**src/rtl/l1_hit_buffer_ctrl_pkg.sv**
```systemverilog
// Shared defaults and types for the L1 hit-buffer address/readout controller.
package l1_hit_buffer_ctrl_pkg;

  localparam int ADDRWIDTH_DEF = 9;
  localparam int FIFODEPTH_DEF = 4;
  localparam int DROPCNT_W     = 8;

  typedef struct packed {
    logic                     hit;
    logic [ADDRWIDTH_DEF-1:0] addr;
  } out_entry_t;

  function automatic logic [DROPCNT_W-1:0] sat_inc(input logic [DROPCNT_W-1:0] v);
    return (v == '1) ? v : v + 1'b1;
  endfunction

endpackage

```
**src/rtl/l1_trig_addr_fifo.sv**
```systemverilog
// Pending-trigger address FIFO; accepts a push while full only if a pop lands in the same cycle.
import l1_hit_buffer_ctrl_pkg::*;

module l1_trig_addr_fifo #(
  parameter int W     = ADDRWIDTH_DEF,
  parameter int DEPTH = FIFODEPTH_DEF
) (
  input  logic                     clk,
  input  logic                     reset,
  input  logic                     push_i,
  input  logic                     pop_i,
  input  logic [W-1:0]             din_i,
  output logic [W-1:0]             dout_o,
  output logic                     full_o,
  output logic                     empty_o,
  output logic [$clog2(DEPTH):0]   count_o
);

  localparam int PW = $clog2(DEPTH);
  localparam logic [PW:0] FULL_CNT = (PW+1)'(DEPTH);

  logic [DEPTH-1:0][W-1:0] mem_q;
  logic [PW-1:0]           wr_ptr_q, rd_ptr_q;
  logic [PW:0]             count_q, count_d;
  logic                    wr_en, rd_en;

  assign empty_o = (count_q == '0);
  assign full_o  = (count_q == FULL_CNT);
  assign rd_en   = pop_i && !empty_o;
  assign wr_en   = push_i && (!full_o || rd_en);
  assign dout_o  = mem_q[rd_ptr_q];
  assign count_o = count_q;

  always_comb begin
    count_d = count_q;
    case ({wr_en, rd_en})
      2'b10:   count_d = count_q + 1'b1;
      2'b01:   count_d = count_q - 1'b1;
      default: count_d = count_q;
    endcase
  end

  // Storage is cleared too so the read address presents 0 out of reset.
  always_ff @(posedge clk) begin
    if (reset) begin
      mem_q    <= '0;
      wr_ptr_q <= '0;
      rd_ptr_q <= '0;
      count_q  <= '0;
    end else begin
      if (wr_en) begin
        mem_q[wr_ptr_q] <= din_i;
        wr_ptr_q        <= wr_ptr_q + 1'b1;
      end
      if (rd_en) rd_ptr_q <= rd_ptr_q + 1'b1;
      count_q <= count_d;
    end
  end

endmodule

```
**src/rtl/l1_hit_buffer_ctrl.sv**
```systemverilog
// Circular write pointer, L1 trigger address queue, SRAM read issue and 2-entry skid readout.
import l1_hit_buffer_ctrl_pkg::*;

module l1_hit_buffer_ctrl #(
  parameter int ADDRWIDTH = ADDRWIDTH_DEF,
  parameter int FIFODEPTH = FIFODEPTH_DEF
) (
  input  logic                 clk,
  input  logic                 reset,
  input  logic [ADDRWIDTH-1:0] latency,
  input  logic                 l1a,
  output logic [ADDRWIDTH-1:0] wrAddr,
  output logic [ADDRWIDTH-1:0] rdAddr,
  output logic                 rden,
  input  logic                 outHit,
  output logic                 dout_valid,
  input  logic                 dout_ready,
  output logic                 dout_hit,
  output logic [ADDRWIDTH-1:0] dout_addr,
  output logic                 overflow,
  output logic [DROPCNT_W-1:0] dropCount
);

  typedef struct packed {
    logic                 hit;
    logic [ADDRWIDTH-1:0] addr;
  } entry_t;

  logic [ADDRWIDTH-1:0] wr_addr_q;
  logic [ADDRWIDTH-1:0] push_addr;
  logic [ADDRWIDTH-1:0] fifo_head;
  logic                 fifo_full, fifo_empty;
  logic [$clog2(FIFODEPTH):0] fifo_count;

  logic                 infl_q;
  logic [ADDRWIDTH-1:0] infl_addr_q;
  entry_t [1:0]         skid_q, skid_d;
  logic [1:0]           skid_cnt_q, skid_cnt_d;
  logic                 overflow_q;
  logic [DROPCNT_W-1:0] drop_cnt_q;

  logic       out_fire, issue, drop;
  logic [1:0] occ, occ_net;

  assign push_addr = wr_addr_q - latency;
  assign out_fire  = (skid_cnt_q != 2'd0) && dout_ready;

  // Room is counted against what the skid will hold once this cycle's pop and the in-flight read settle.
  assign occ     = skid_cnt_q + {1'b0, infl_q};
  assign occ_net = occ - {1'b0, out_fire};
  assign issue   = !fifo_empty && (occ_net < 2'd2);
  assign drop    = l1a && fifo_full && !issue;

  l1_trig_addr_fifo #(
    .W     (ADDRWIDTH),
    .DEPTH (FIFODEPTH)
  ) u_fifo (
    .clk     (clk),
    .reset   (reset),
    .push_i  (l1a),
    .pop_i   (issue),
    .din_i   (push_addr),
    .dout_o  (fifo_head),
    .full_o  (fifo_full),
    .empty_o (fifo_empty),
    .count_o (fifo_count)
  );

  always_comb begin
    skid_d     = skid_q;
    skid_cnt_d = skid_cnt_q;
    if (out_fire) begin
      skid_d[0]  = skid_q[1];
      skid_cnt_d = skid_cnt_q - 2'd1;
    end
    if (infl_q) begin
      if (skid_cnt_d == 2'd0) skid_d[0] = '{hit: outHit, addr: infl_addr_q};
      else                    skid_d[1] = '{hit: outHit, addr: infl_addr_q};
      skid_cnt_d = skid_cnt_d + 2'd1;
    end
  end

  always_ff @(posedge clk) begin
    if (reset) begin
      wr_addr_q   <= '0;
      infl_q      <= 1'b0;
      infl_addr_q <= '0;
      skid_q      <= '0;
      skid_cnt_q  <= 2'd0;
      overflow_q  <= 1'b0;
      drop_cnt_q  <= '0;
    end else begin
      wr_addr_q   <= wr_addr_q + 1'b1;
      infl_q      <= issue;
      if (issue) infl_addr_q <= fifo_head;
      skid_q      <= skid_d;
      skid_cnt_q  <= skid_cnt_d;
      if (drop) begin
        overflow_q <= 1'b1;
        drop_cnt_q <= sat_inc(drop_cnt_q);
      end
    end
  end

  assign wrAddr     = wr_addr_q;
  assign rdAddr     = fifo_head;
  assign rden       = issue;
  assign dout_valid = (skid_cnt_q != 2'd0);
  assign dout_hit   = skid_q[0].hit;
  assign dout_addr  = skid_q[0].addr;
  assign overflow   = overflow_q;
  assign dropCount  = drop_cnt_q;

  a_fifo_count: assert property (@(posedge clk) disable iff (reset)
    fifo_count <= ($clog2(FIFODEPTH)+1)'(FIFODEPTH));

endmodule

```
**config.mk**
```make
export PLATFORM = sky130hd
export DESIGN_NAME = l1_hit_buffer_ctrl
export DESIGN_NICKNAME = d
export VERILOG_FILES = /design/src/rtl/l1_hit_buffer_ctrl_pkg.sv /design/src/rtl/l1_trig_addr_fifo.sv /design/src/rtl/l1_hit_buffer_ctrl.sv
export SDC_FILE = /design/constraint.sdc
export NUM_CORES = 1
export LEC_CHECK = 0
export CORE_AREA = 2 2 118 120
export DETAILED_ROUTE_END_ITERATION = 7
export DIE_AREA = 0 0 120 122
export PLACE_DENSITY = 0.58
export SLEW_MARGIN = 10
export SYNTH_ARGS = -nofsm -noshare
export SYNTH_HDL_FRONTEND = slang
export SYNTH_HIERARCHICAL = 1
export SYNTH_SLANG_ARGS = --single-unit
```
**constraint.sdc**
```tcl
create_clock -name clk -period 5.8 [get_ports clk]
set_input_delay 1.45 -clock clk [delete_from_list [all_inputs] [get_ports clk]]
set_output_delay 1.45 -clock clk [all_outputs]
set_load 0.01 [all_outputs]
```
==> impl_metrics.py <==
metrics = {
    "run_status": {
        "status": "completed",
    },
    "timing": {
        "maxClockFrequency_ghz": 0.204,
        "final-setup-viol-count": 0,
        "worst_slew_slack_as_a_fraction_of_its_limit": 0.465,
        "grt_setup_unrepaired": "false",
        "post-route-period-util": 0.844,
        "timing.final.ws_setup_ns": 0.905,
        "number_of_hold_slack_violations_in_the_final_timing_report": 0,
        "worst_clock_skew_ns": 0.00706,
        "worst_pin_slew_ns": 0.802,
        "min_period_ns": 4.90,
        "report.final.slew_viol_count": 0,
        "tns_ns": 0,
    },
    "placed_design": {
        "io_buffers": 52,
        "detailed_place_hpwl_um": 6470,
        "dp_worst_setup_slack_ns": 0.765,
        "place.gp.congestion": 0.748,
    },
    "routing": {
        "wl_per_cell_um": 13.5,
        "avgViaCountPerCell": 4.71,
        "antenna_left": 0,
        "detailroute.via_count": 3256,
        "drt_wl_total_um": 9300,
        "wire_length_on_met3_um": 402,
        "firstDrtPassIters": 4,
        "wl_met2_um": 4350,
        "highest_layer": "met4",
        "drt_iter0_drc": 176,
        "met1_length_um": 4440,
        "drcViolationCount": 0,
    },
    "yosys": {
        "synth_nets": 508,
        "synth-seq-area-share": 0.406,
        "ys_types": 42,
        "ys.warnings.count": 6,
        "postSynthRegisterBits": 93,
        "post_synthesis_cell_area_sq_um": 4590,
        "syn-instance-count": 473,
        "post_synth.cell_area_avg_sq_um": 9.71,
    },
    "run": {
        "max-cap-violations": 0,
    },
    "grt": {
        "globalRouteOverflowTotal": 0,
        "grt_max_degree": 63,
        "grt_antenna_before_repair": 0,
        "first_pass_grt_wire_length_um": 15600,
        "via_count_of_the_first_global_routing_pass": 3183,
        "grt_use_total": 0.134,
    },
    "cts": {
        "cts_made_buffers": 9,
        "cts_tree": "built",
        "path_clk_slew_ns": 0.07,
        "cts-root-to-sink-buffers": 2,
        "postCtsSetupBuffers": 0,
        "htreeDepth": 3,
        "tritoncts_num_sinks": 93,
        "clk_tree_root_cell": "sky130_fd_sc_hd__clkbuf_16",
        "cts.hold.buffers_added": 0,
        "post_cts_resized": 0,
        "clk-insertion-delay-late_ns": 0.35,
    },
    "cells_and_area": {
        "most_used_cells_in_the_layout_excluding_fill_and_tap_cells": "sky130_fd_sc_hd__dfxtp_1 (93), sky130_fd_sc_hd__mux2i_1 (56), sky130_fd_sc_hd__nor2_1 (51), sky130_fd_sc_hd__clkdlybuf4s50_1 (51), sky130_fd_sc_hd__nand2b_1 (47)",
        "final_common_cell": "sky130_fd_sc_hd__dfxtp_1",
        "flow.area_growth_from_synthesis_pct": 19.0,
        "fin_nets": 541,
        "post_route_cells_drive_above_1_share": 0.0665,
        "antenna-diode-count": 0,
    },
    "floorplanning": {
        "effective_utilization_at_floorplan": 0.340,
        "chipHeight_um": 122,
        "core_sq_um": 13500,
        "num_rows": 43,
        "fp.dieArea_sq_um": 14600,
        "num_io_pins": 53,
        "die_w_um": 120,
    },
    "setup_path": {
        "timing.critical_path.arrival_ns": 3.45,
        "worstSetupPathType": "in2out",
        "cp_slowest_cell": "sky130_fd_sc_hd__clkdlybuf4s50_1",
        "type_of_origin_of_the_critical_path": "input pin",
        "worst_path_largest_cell_delay_ns": 0.56,
        "critical_path_endpoint_category": "primary output",
        "worst_ep_required_time_ns": 4.35,
        "critical_path_cell_sequence": "clkdlybuf4s50_1, nand2_1, inv_1, ha_1, inv_1, ha_1, xor3_2, nor2_4, clkdlybuf4s50_1",
        "crit_buf_inv": 4,
        "timing.critical_path.fanout_max": 4,
        "crit_family": "buffers and inverters",
    },
    "power_and_ir_drop": {
        "worst_vdd_ir_mv": 0.160,
        "areal_power_density_over_the_cells_nw_per_um2": 371,
        "power.static_leakage_nw": 2.27,
    },
    "min_path": {
        "hold_class": "reg2reg",
    },
}
-- cells in the mapped netlist --
master | n | area, sq um
sky130_fd_sc_hd__o41a_1 | 1 | 11.3
sky130_fd_sc_hd__buf_4 | 11 | 82.6
sky130_fd_sc_hd__xor3_2 | 1 | 25.0
sky130_fd_sc_hd__buf_1 | 1 | 3.75
sky130_fd_sc_hd__nor4b_4 | 1 | 23.8
sky130_fd_sc_hd__nand3_1 | 14 | 70.1
sky130_fd_sc_hd__nor3b_2 | 1 | 12.5
sky130_fd_sc_hd__mux2i_1 | 56 | 561
sky130_fd_sc_hd__nor2_4 | 1 | 11.3
sky130_fd_sc_hd__o21a_1 | 2 | 15.0
sky130_fd_sc_hd__nand4b_1 | 3 | 26.3
sky130_fd_sc_hd__a21oi_1 | 15 | 75.1
sky130_fd_sc_hd__xnor2_1 | 14 | 123
sky130_fd_sc_hd__nand2b_1 | 47 | 294
sky130_fd_sc_hd__a311oi_1 | 1 | 8.76
sky130_fd_sc_hd__a211oi_1 | 11 | 82.6
sky130_fd_sc_hd__nand3_2 | 1 | 10.0
sky130_fd_sc_hd__and3_1 | 7 | 43.8
sky130_fd_sc_hd__o22ai_1 | 1 | 6.26
sky130_fd_sc_hd__inv_1 | 24 | 90.1
sky130_fd_sc_hd__mux4_2 | 9 | 203
sky130_fd_sc_hd__and3_4 | 1 | 11.3
sky130_fd_sc_hd__clkbuf_1 | 16 | 60.1
sky130_fd_sc_hd__buf_6 | 3 | 33.8
sky130_fd_sc_hd__nor2_1 | 51 | 191
sky130_fd_sc_hd__nand2_1 | 27 | 101
sky130_fd_sc_hd__buf_2 | 2 | 10.0
sky130_fd_sc_hd__or3_1 | 3 | 18.8
sky130_fd_sc_hd__xor2_1 | 10 | 87.6
sky130_fd_sc_hd__ha_1 | 19 | 238
sky130_fd_sc_hd__nor3_1 | 4 | 20.0
sky130_fd_sc_hd__nand4_1 | 1 | 6.26
sky130_fd_sc_hd__dfxtp_1 | 93 | 1860
sky130_fd_sc_hd__o21ai_0 | 3 | 15.0
sky130_fd_sc_hd__and4b_1 | 1 | 10.0
sky130_fd_sc_hd__o31ai_1 | 2 | 15.0
sky130_fd_sc_hd__and3b_1 | 1 | 8.76
sky130_fd_sc_hd__o2111ai_1 | 2 | 17.5
sky130_fd_sc_hd__fa_1 | 2 | 40.0
sky130_fd_sc_hd__nor2b_1 | 6 | 37.5
sky130_fd_sc_hd__and2_1 | 3 | 18.8
sky130_fd_sc_hd__or4b_1 | 1 | 10.0
-- layout make-up --
cell class	instances	area (sq um)
inverters	24	90.1
fillers	1339	8040
repair buffers	55	538
flip-flops and latches	93	1860
clock buffers	10	229
clock inverters	6	71.3
well taps	180	225
multi-input cells	323	2450
-- worst reg2reg max path, stage by stage (launching register included) --
cell and delay (ns):
sky130_fd_sc_hd__dfxtp_1 0.30, sky130_fd_sc_hd__inv_1 0.07, sky130_fd_sc_hd__ha_1 0.14, sky130_fd_sc_hd__inv_1 0.05
sky130_fd_sc_hd__nand2_1 0.07, sky130_fd_sc_hd__inv_1 0.04, sky130_fd_sc_hd__ha_1 0.28, sky130_fd_sc_hd__inv_1 0.05
sky130_fd_sc_hd__ha_1 0.18, sky130_fd_sc_hd__xor3_2 0.24, sky130_fd_sc_hd__nor2_4 0.05, sky130_fd_sc_hd__or4b_1 0.65
sky130_fd_sc_hd__and2_1 0.25, sky130_fd_sc_hd__inv_1 0.06, sky130_fd_sc_hd__ha_1 0.18, sky130_fd_sc_hd__inv_1 0.06
sky130_fd_sc_hd__fa_1 0.37, sky130_fd_sc_hd__xor2_1 0.16, sky130_fd_sc_hd__or3_1 0.31, sky130_fd_sc_hd__a21oi_1 0.14
-- metrics by stage --
step / utilization / total power [mW] / instances / area [sq um] / hold slack [ns]
detailed placement: 0.382 / 1.45 / 675 / 5160 / 0.446
global route: 0.405 / 2.16 / 691 / 5460 / 0.482
global placement: 0.382 / 1.44 / 675 / 5160 / 0.441
CTS: 0.405 / 2.06 / 691 / 5460 / 0.455
finish: 0.405 / 2.03 / 691 / 5460 / 0.455
floorplan: - / 1.28 / 473 / 4590 / 0.436
-- final timing paths --
path,from,end,slack [ns],cells after the start
hold / removal,skid_q[15],skid_q[15],0.46,2
setup / recovery,dout_ready,rden,0.90,9
setup reg to reg,skid_cnt_q[0],u_fifo/count_o[2],2.07,19
hold reg to reg,skid_q[15],skid_q[15],0.46,2
-- sequential cells by signal, summed over array words and instances, names as in the netlist --
signal,flops
skid_cnt_q,2
infl_q,1
u_fifo/rd_ptr_q,2
wrAddr,9
u_fifo/mem_q,36
skid_q,10
dropCount,8
u_fifo/count_o,3
overflow,1
dout_addr,9
u_fifo/wr_ptr_q,2
dout_hit,1
infl_addr_q,9
-- logic make-up (layout without fill, tap and decap cells) --
logic type,count (synthesis),after routing,share of synthesized area
buf+inv,57,95,0.0611
mux,65,65,0.166
fa+ha+maj,21,21,0.0605
simple gates,174,174,0.202
xor+xnor,25,25,0.0512
compound gates,38,38,0.0537
flops,93,93,0.406
-- power by group --
| part | switching, mW | internal [mW] |
|---|---|---|
| logic | 0.328 | 0.315 |
| clock network | 0.259 | 0.339 |
| registers | 0.0706 | 0.717 |
| total | 0.658 | 1.37 |
-- per-layer routing --
layer  vias to the layer above  track usage
met4                         0       0.0434
met2                        52        0.216
li1                       1654            -
met5                         -            0
met1                      1540        0.169
met3                        10       0.0473
Note: power is estimated with default switching activity, not from simulation.
